## src/rtl/systolic_skew_feeder.sv

```systemverilog
// Captures a SIZExSIZE matrix on start and streams it into the array lanes with diagonal skew (lane k delayed k steps).
// Outputs decode combinationally from registered state: step 0 appears the cycle after start; stall holds the step and all outputs.
module systolic_skew_feeder #(
   parameter int WIDTH = 16,
   parameter int SIZE  = 10
) (
   input  logic                                  clk_i,
   input  logic                                  rst_i,
   input  logic                                  start_i,
   input  logic [SIZE-1:0][SIZE-1:0][WIDTH-1:0]  a_i,
   input  logic                                  stall_i,
   output logic                                  busy_o,
   output logic [SIZE-1:0][WIDTH-1:0]            lane_data_o,
   output logic [SIZE-1:0]                       lane_valid_o,
   output logic                                  last_o,
   output logic                                  done_o
);

   localparam int STEP_W = $clog2(2*SIZE);
   localparam int IDX_W  = (SIZE > 1) ? $clog2(SIZE) : 1;
   localparam logic [STEP_W-1:0] LAST_STEP = STEP_W'(2*SIZE-2);

   typedef enum logic [1:0] {
      S_IDLE,
      S_STREAM,
      S_DONE
   } state_e;

   state_e                               state_q, state_d;
   logic [STEP_W-1:0]                    step_q, step_d;
   logic [SIZE-1:0][SIZE-1:0][WIDTH-1:0] mat_q;
   logic                                 load;

   always_ff @(posedge clk_i or posedge rst_i) begin
      if (rst_i) begin
         state_q <= S_IDLE;
         step_q  <= '0;
      end else begin
         state_q <= state_d;
         step_q  <= step_d;
      end
   end

   // Matrix is only written on an accepted start, so later changes on a_i never reach the lanes.
   always_ff @(posedge clk_i or posedge rst_i) begin
      if (rst_i) begin
         mat_q <= '0;
      end else if (load) begin
         mat_q <= a_i;
      end
   end

   always_comb begin
      state_d = state_q;
      step_d  = step_q;
      load    = 1'b0;
      case (state_q)
         S_IDLE: begin
            if (start_i) begin
               state_d = S_STREAM;
               step_d  = '0;
               load    = 1'b1;
            end
         end
         S_STREAM: begin
            if (!stall_i) begin
               if (step_q == LAST_STEP) begin
                  state_d = S_DONE;
                  step_d  = '0;
               end else begin
                  step_d = step_q + 1'b1;
               end
            end
         end
         S_DONE: begin
            state_d = S_IDLE;
         end
         default: begin
            state_d = S_IDLE;
            step_d  = '0;
         end
      endcase
   end

   // Lane k carries row (step - k) of column k while that row index lies inside the matrix.
   always_comb begin
      logic [STEP_W-1:0] diff;
      diff         = '0;
      lane_valid_o = '0;
      lane_data_o  = '0;
      for (int k = 0; k < SIZE; k++) begin
         diff = step_q - STEP_W'(k);
         if ((state_q == S_STREAM) && (step_q >= STEP_W'(k)) && (diff < STEP_W'(SIZE))) begin
            lane_valid_o[k] = 1'b1;
            lane_data_o[k]  = mat_q[IDX_W'(diff)][k];
         end
      end
   end

   assign busy_o = (state_q == S_STREAM) || (state_q == S_DONE);
   assign last_o = (state_q == S_STREAM) && (step_q == LAST_STEP);
   assign done_o = (state_q == S_DONE);

endmodule

```

## config.mk

```make
export PLATFORM = sky130hd
export DESIGN_NAME = systolic_skew_feeder
export DESIGN_NICKNAME = d
export VERILOG_FILES = /design/src/rtl/systolic_skew_feeder.sv
export SDC_FILE = /design/constraint.sdc
export NUM_CORES = 2
export LEC_CHECK = 0
export CELL_PAD_IN_SITES_DETAIL_PLACEMENT = 1
export CELL_PAD_IN_SITES_GLOBAL_PLACEMENT = 1
export CORE_AREA = 2 2 692 694
export DETAILED_ROUTE_END_ITERATION = 10
export DIE_AREA = 0 0 694 696
export GPL_TIMING_DRIVEN = 1
export MAX_ROUTING_LAYER = met4
export PLACE_DENSITY = 0.51
export SYNTH_ARGS = -nofsm -noshare
export SYNTH_HDL_FRONTEND = slang
export SYNTH_SLANG_ARGS = --single-unit
```

## constraint.sdc

```tcl
create_clock -name clk_i -period 59.6 [get_ports clk_i]
set_input_delay 8.94 -clock clk_i [delete_from_list [all_inputs] [get_ports clk_i]]
set_output_delay 8.94 -clock clk_i [all_outputs]
set_load 0.01 [all_outputs]
```

; Word-level counts from Yosys, hierarchy flattened
; Index checks and enable logic that the tools add are counted.
[totals]
register_bits = 1607
output_inout_bits = 173
[op_classes]
n_addsub = 10
n_lt_le_gt_ge = 30
eq_ne = 6
n_mux = 50
n_bitwise = 1
n_reduce_logical = 25
[op_table]
columns = cell, count
row1 = $bmux W160 S4, 10
row2 = $mux W16, 11
row3 = $mux W160, 1
row4 = $mux W144, 1
row5 = $mux W128, 1
row6 = $mux W112, 1
row7 = $mux W96, 1
row8 = $mux W80, 1
row9 = $mux W64, 1
row10 = $lt A4 B5 Y1 const B, 10
row11 = $lt A5 B4 Y1 const B, 10
row12 = $mux W48, 1
row13 = $mux W32, 1
row14 = $logic_and A1 B1 Y1, 21
row15 = $ge A5 B3 Y1 const B, 4
row16 = $sub A5 B3 Y5 const B, 4
row17 = $mux W5, 3
row18 = $pmux W5 S3, 1
row19 = $mux W1, 12
row20 = $ge A5 B1 Y1 const B, 2
row21 = $ge A5 B2 Y1 const B, 2
row22 = $ge A5 B4 Y1 const B, 2
row23 = $sub A5 B2 Y5 const B, 2
row24 = $sub A5 B4 Y5 const B, 2
row25 = 12 further kinds, 17

; Depth between registers and ports, before layout
[depth]
word_depth = 4
ltp_mapped = 14
mapped_depth_nobuf = 6

; Worst setup path after synthesis
; Ideal clock, no wire load.
[synth_path]
path_type = flip-flop to output port
start = register step_q[0]
end = output lane_data_o[93] (netlist name)
arrival_ns = 2.966
setup_slack_ns = 47.694
path_stages_with_launch = 13
n_path_buf = 6
cell_sequence = dfrtp_1 -> buf_4 -> buf_6 -> buf_4 -> inv_1 -> buf_2 -> ha_1 -> buf_4 -> inv_2 -> buf_1 -> mux4_2 -> a221oi_1 -> a211oi_2
[synth_rtl]
columns = element, line_no
row1 = "start, declared", 30  ; logic [STEP_W-1:0] step_q, step_d;
row2 = "start signal, assigned", 40  ; step_q <= step_d;
row3 = "end, declared", 13  ; output logic [SIZE-1:0][WIDTH-1:0] lane_data_o,

==> metrics.cfg <==
[placement]
gp_congestion=0.8922
portBuffers=1776
place_hpwl_mm=384.3
pre_cts_ws_ns=44.50
place_inst=15940
placed_cell_area_um2=98990

[clocking]
clk_latency_ns=0.92
postCtsSetupBuffers=0
cts-resized-gates=0
cts_buffers=208
clk_path_buf_depth=4
cts_tree=yes
cts.clk_slew.worst_paths_ns=0.07
root_buffer=clkbuf_16
cts_sinks=1607
ctsHoldBuffers=0
htree_num_levels=4

[timing]
fin_ws_ns=44.13
finalSetupViolCount=0
clock_skew_ns=0.05073
min_period_ns=15.47
fmax_mhz=64.64
slew_headroom=0.1380
worst_pin_slew_ns=1.293
hold_viol_final=0
period_share=0.2596
timing.hold.ws_ns=0.4668
rsz0062_at_grt=no
slew_viol_final=0
setup-tns-final_ns=0

[setup_path]
crit_top_cell=buf_4
slowest_stage=nor4_1
crit_chain=inv_4 -> ha_1 -> a21boi_1 -> xnor2_2 -> buf_4 -> buf_4 -> nor2_4 -> nor4_1 -> clkdlybuf4s50_1
path_buf_inv=4
critical_path_class=reg2out
crit_path_start_kind=flip-flop
crit_fanout=34
cp_slowest_stage_delay_ns=0.99
cp_data_required_time_ns=50.66
crit_path_end_kind=output pin
crit_family=buffers and inverters
arrival_ns=6.53

[layout]
finish.instance_area_um2=106400
final_nets=11510
seqCellArea_um2=40230
final_cell_mix=4930 x nand2_1, 1776 x clkdlybuf4s50_1, 1603 x dfrtp_1, 241 x mux2i_1, 232 x mux4_2
final_common_cell=nand2_1
fin_util=0.2233
area_growth_pct=43.33
fill_cells=55390
instances_no_fill=16470
multi_input_area_um2=31920
layout-drive-gt1-share=0.08374

[drt]
num_vias=67100
first_iter_violations=4916
drt-pass1-iter-count=7
ant_nets=0
totalWireLength_mm=489.0
viasPerCell=4.073
drc=0
post_drt_wl_per_cell_um=29.68

[yosys]
postSynthCellCount=8300
ys_seq_elements=1607
ys_async_sr_fraction=1.000
syn_nets=9930
syn_avg_cell_area_um2=8.944
synth_top_area_cell=dfrtp_1
synth_flop_cell=dfrtp_1
ys_types=60
synth_top_area_share=0.5417
ys_seq_area_frac=0.5417
yosysWarnings=0
synth-edff-count=0
synthTopCellsByArea=dfrtp_1 54%, nand2_1 25%, mux4_2 7.0%, mux2i_1 3.2%, clkbuf_1 2.1%
netlist_area_um2=74230

[die]
io_pins=1777
dieArea_um2=483000
chipHeight_um=696
initial_utilization=0.1558
fp.dieW_um=694
core_um2=476400
num_rows=254

[power_and_ir_drop]
internal_power_mw=3.206
power_switching_mw=2.274
switching_share=0.4150
power_frac_clock=0.244
p_leak_nw=48.84
combPwrFrac=0.396
p_total_mw=5.480
powerDensity_nw_per_um2=51.51
ir_drop_uv=25.17
seqPwrFrac=0.360

[run_status]
outcome=finished, final reports clean

[global_route]
grt_pass1_wl_mm=646.3
track_usage=0.2019
grt_max_degree=216
grt_pass1_vias=70180
overflow=0
antenna_found_initial=328

[job]
cap_violations=0

[min_path]
holdCritPathClass=reg2reg

[worst reg2reg max path, cell delays in order, from the launching register on]
cell and delay (ns):
dfrtp_1 0.40, inv_1 0.12, ha_1 0.42, and2_4 0.78
buf_4 0.67, buf_4 0.64, buf_4 0.83, buf_4 0.74
buf_4 0.74, buf_4 0.68, nand2_1 0.21, nand2_1 0.08
[power groups by stage]
stage                     registers [mW]  logic, mW  clock network [mW]
after global placement              1.98       2.20                   0
after global routing                2.04       2.38                1.41
after CTS                           1.98       2.23                1.38
final                               1.97       2.17                1.34
after detailed placement            1.99       2.22                   0
after floorplan                     1.83       1.34                   0
[registers in the layout, indices dropped and copies added, names as in the netlist]
signal / cells
state_q: 2
mat_q: 1600
step_q: 5
[per-layer routing]
metal	track usage	vias up	routed length, um
li1	-	30030	-
met1	0.2312	34250	196600
met5	-	-	0
met3	0.05655	704	33680
met4	0.06434	0	15120
met2	0.3404	2112	243600
[cells in the mapped netlist (3+ instances only)]
cell type and n:
and3_1 49, nor3_1 6, a211oi_1 63, o22ai_1 18
a31oi_1 17, clkbuf_1 422, a21oi_1 22, xnor2_1 11
buf_2 71, mux4_2 232, nand3_1 45, nor4_1 16
a221oi_1 33, buf_12 3, mux2i_1 241, buf_1 18
inv_1 18, a211oi_2 3, buf_6 6, nand4_1 3
a22oi_1 66, o21ai_0 46, nand2_1 4931, nor2b_1 21
a32oi_1 33, nor2_1 78, mux2_2 82, mux4_1 7
ha_1 26, buf_4 23, and2_1 4, nand2b_1 6
a311oi_1 16, dfrtp_1 1607, a21boi_0 5, or4_1 16
[logic make-up (layout without fill, tap and decap cells)]
kind of cell | after synthesis | in the layout | share of synthesized area
xor+xnor | 16 | 16 | 0.002596
other cells | 0 | 157 | 0
compound gates | 344 | 344 | 0.03407
mux | 562 | 562 | 0.1178
fa+ha+maj | 26 | 26 | 0.004382
simple gates | 5182 | 5182 | 0.2673
buf+inv | 563 | 2306 | 0.03209
flops | 1607 | 1607 | 0.5417
[path summary, 6_finish.rpt]
kind / from / endpoint / slack [ns] / cells after the start
max in group asynchronous: rst_i / mat_q[415]$_DFFE_PP0P_ / 46.01 / 7
min in group asynchronous: rst_i / mat_q[222]$_DFFE_PP0P_ / 8.59 / 2
min: mat_q[250]$_DFFE_PP0P_ / mat_q[250]$_DFFE_PP0P_ / 0.47 / 2
min reg2reg: mat_q[250]$_DFFE_PP0P_ / mat_q[250]$_DFFE_PP0P_ / 0.47 / 2
max reg2reg: state_q[1]$_DFFE_PP0P_ / mat_q[245]$_DFFE_PP0P_ / 53.19 / 11
max: step_q[2]$_DFFE_PP0P_ / lane_data_o[145] / 44.13 / 9
[layout make-up]
type / instances / share of cell area
Antenna cell: 157 / 0.003693
Clock buffer: 295 / 0.05652
Clock inverter: 78 / 0.009385
Inverter: 20 / 0.0008350
Multi-Input combinational cell: 6130 / 0.3000
Sequential cell: 1607 / 0.3781
Tap cell: 6272 / 0.07376
Timing Repair Buffer: 1913 / 0.1777
Note: power is estimated with default switching activity, not from simulation.
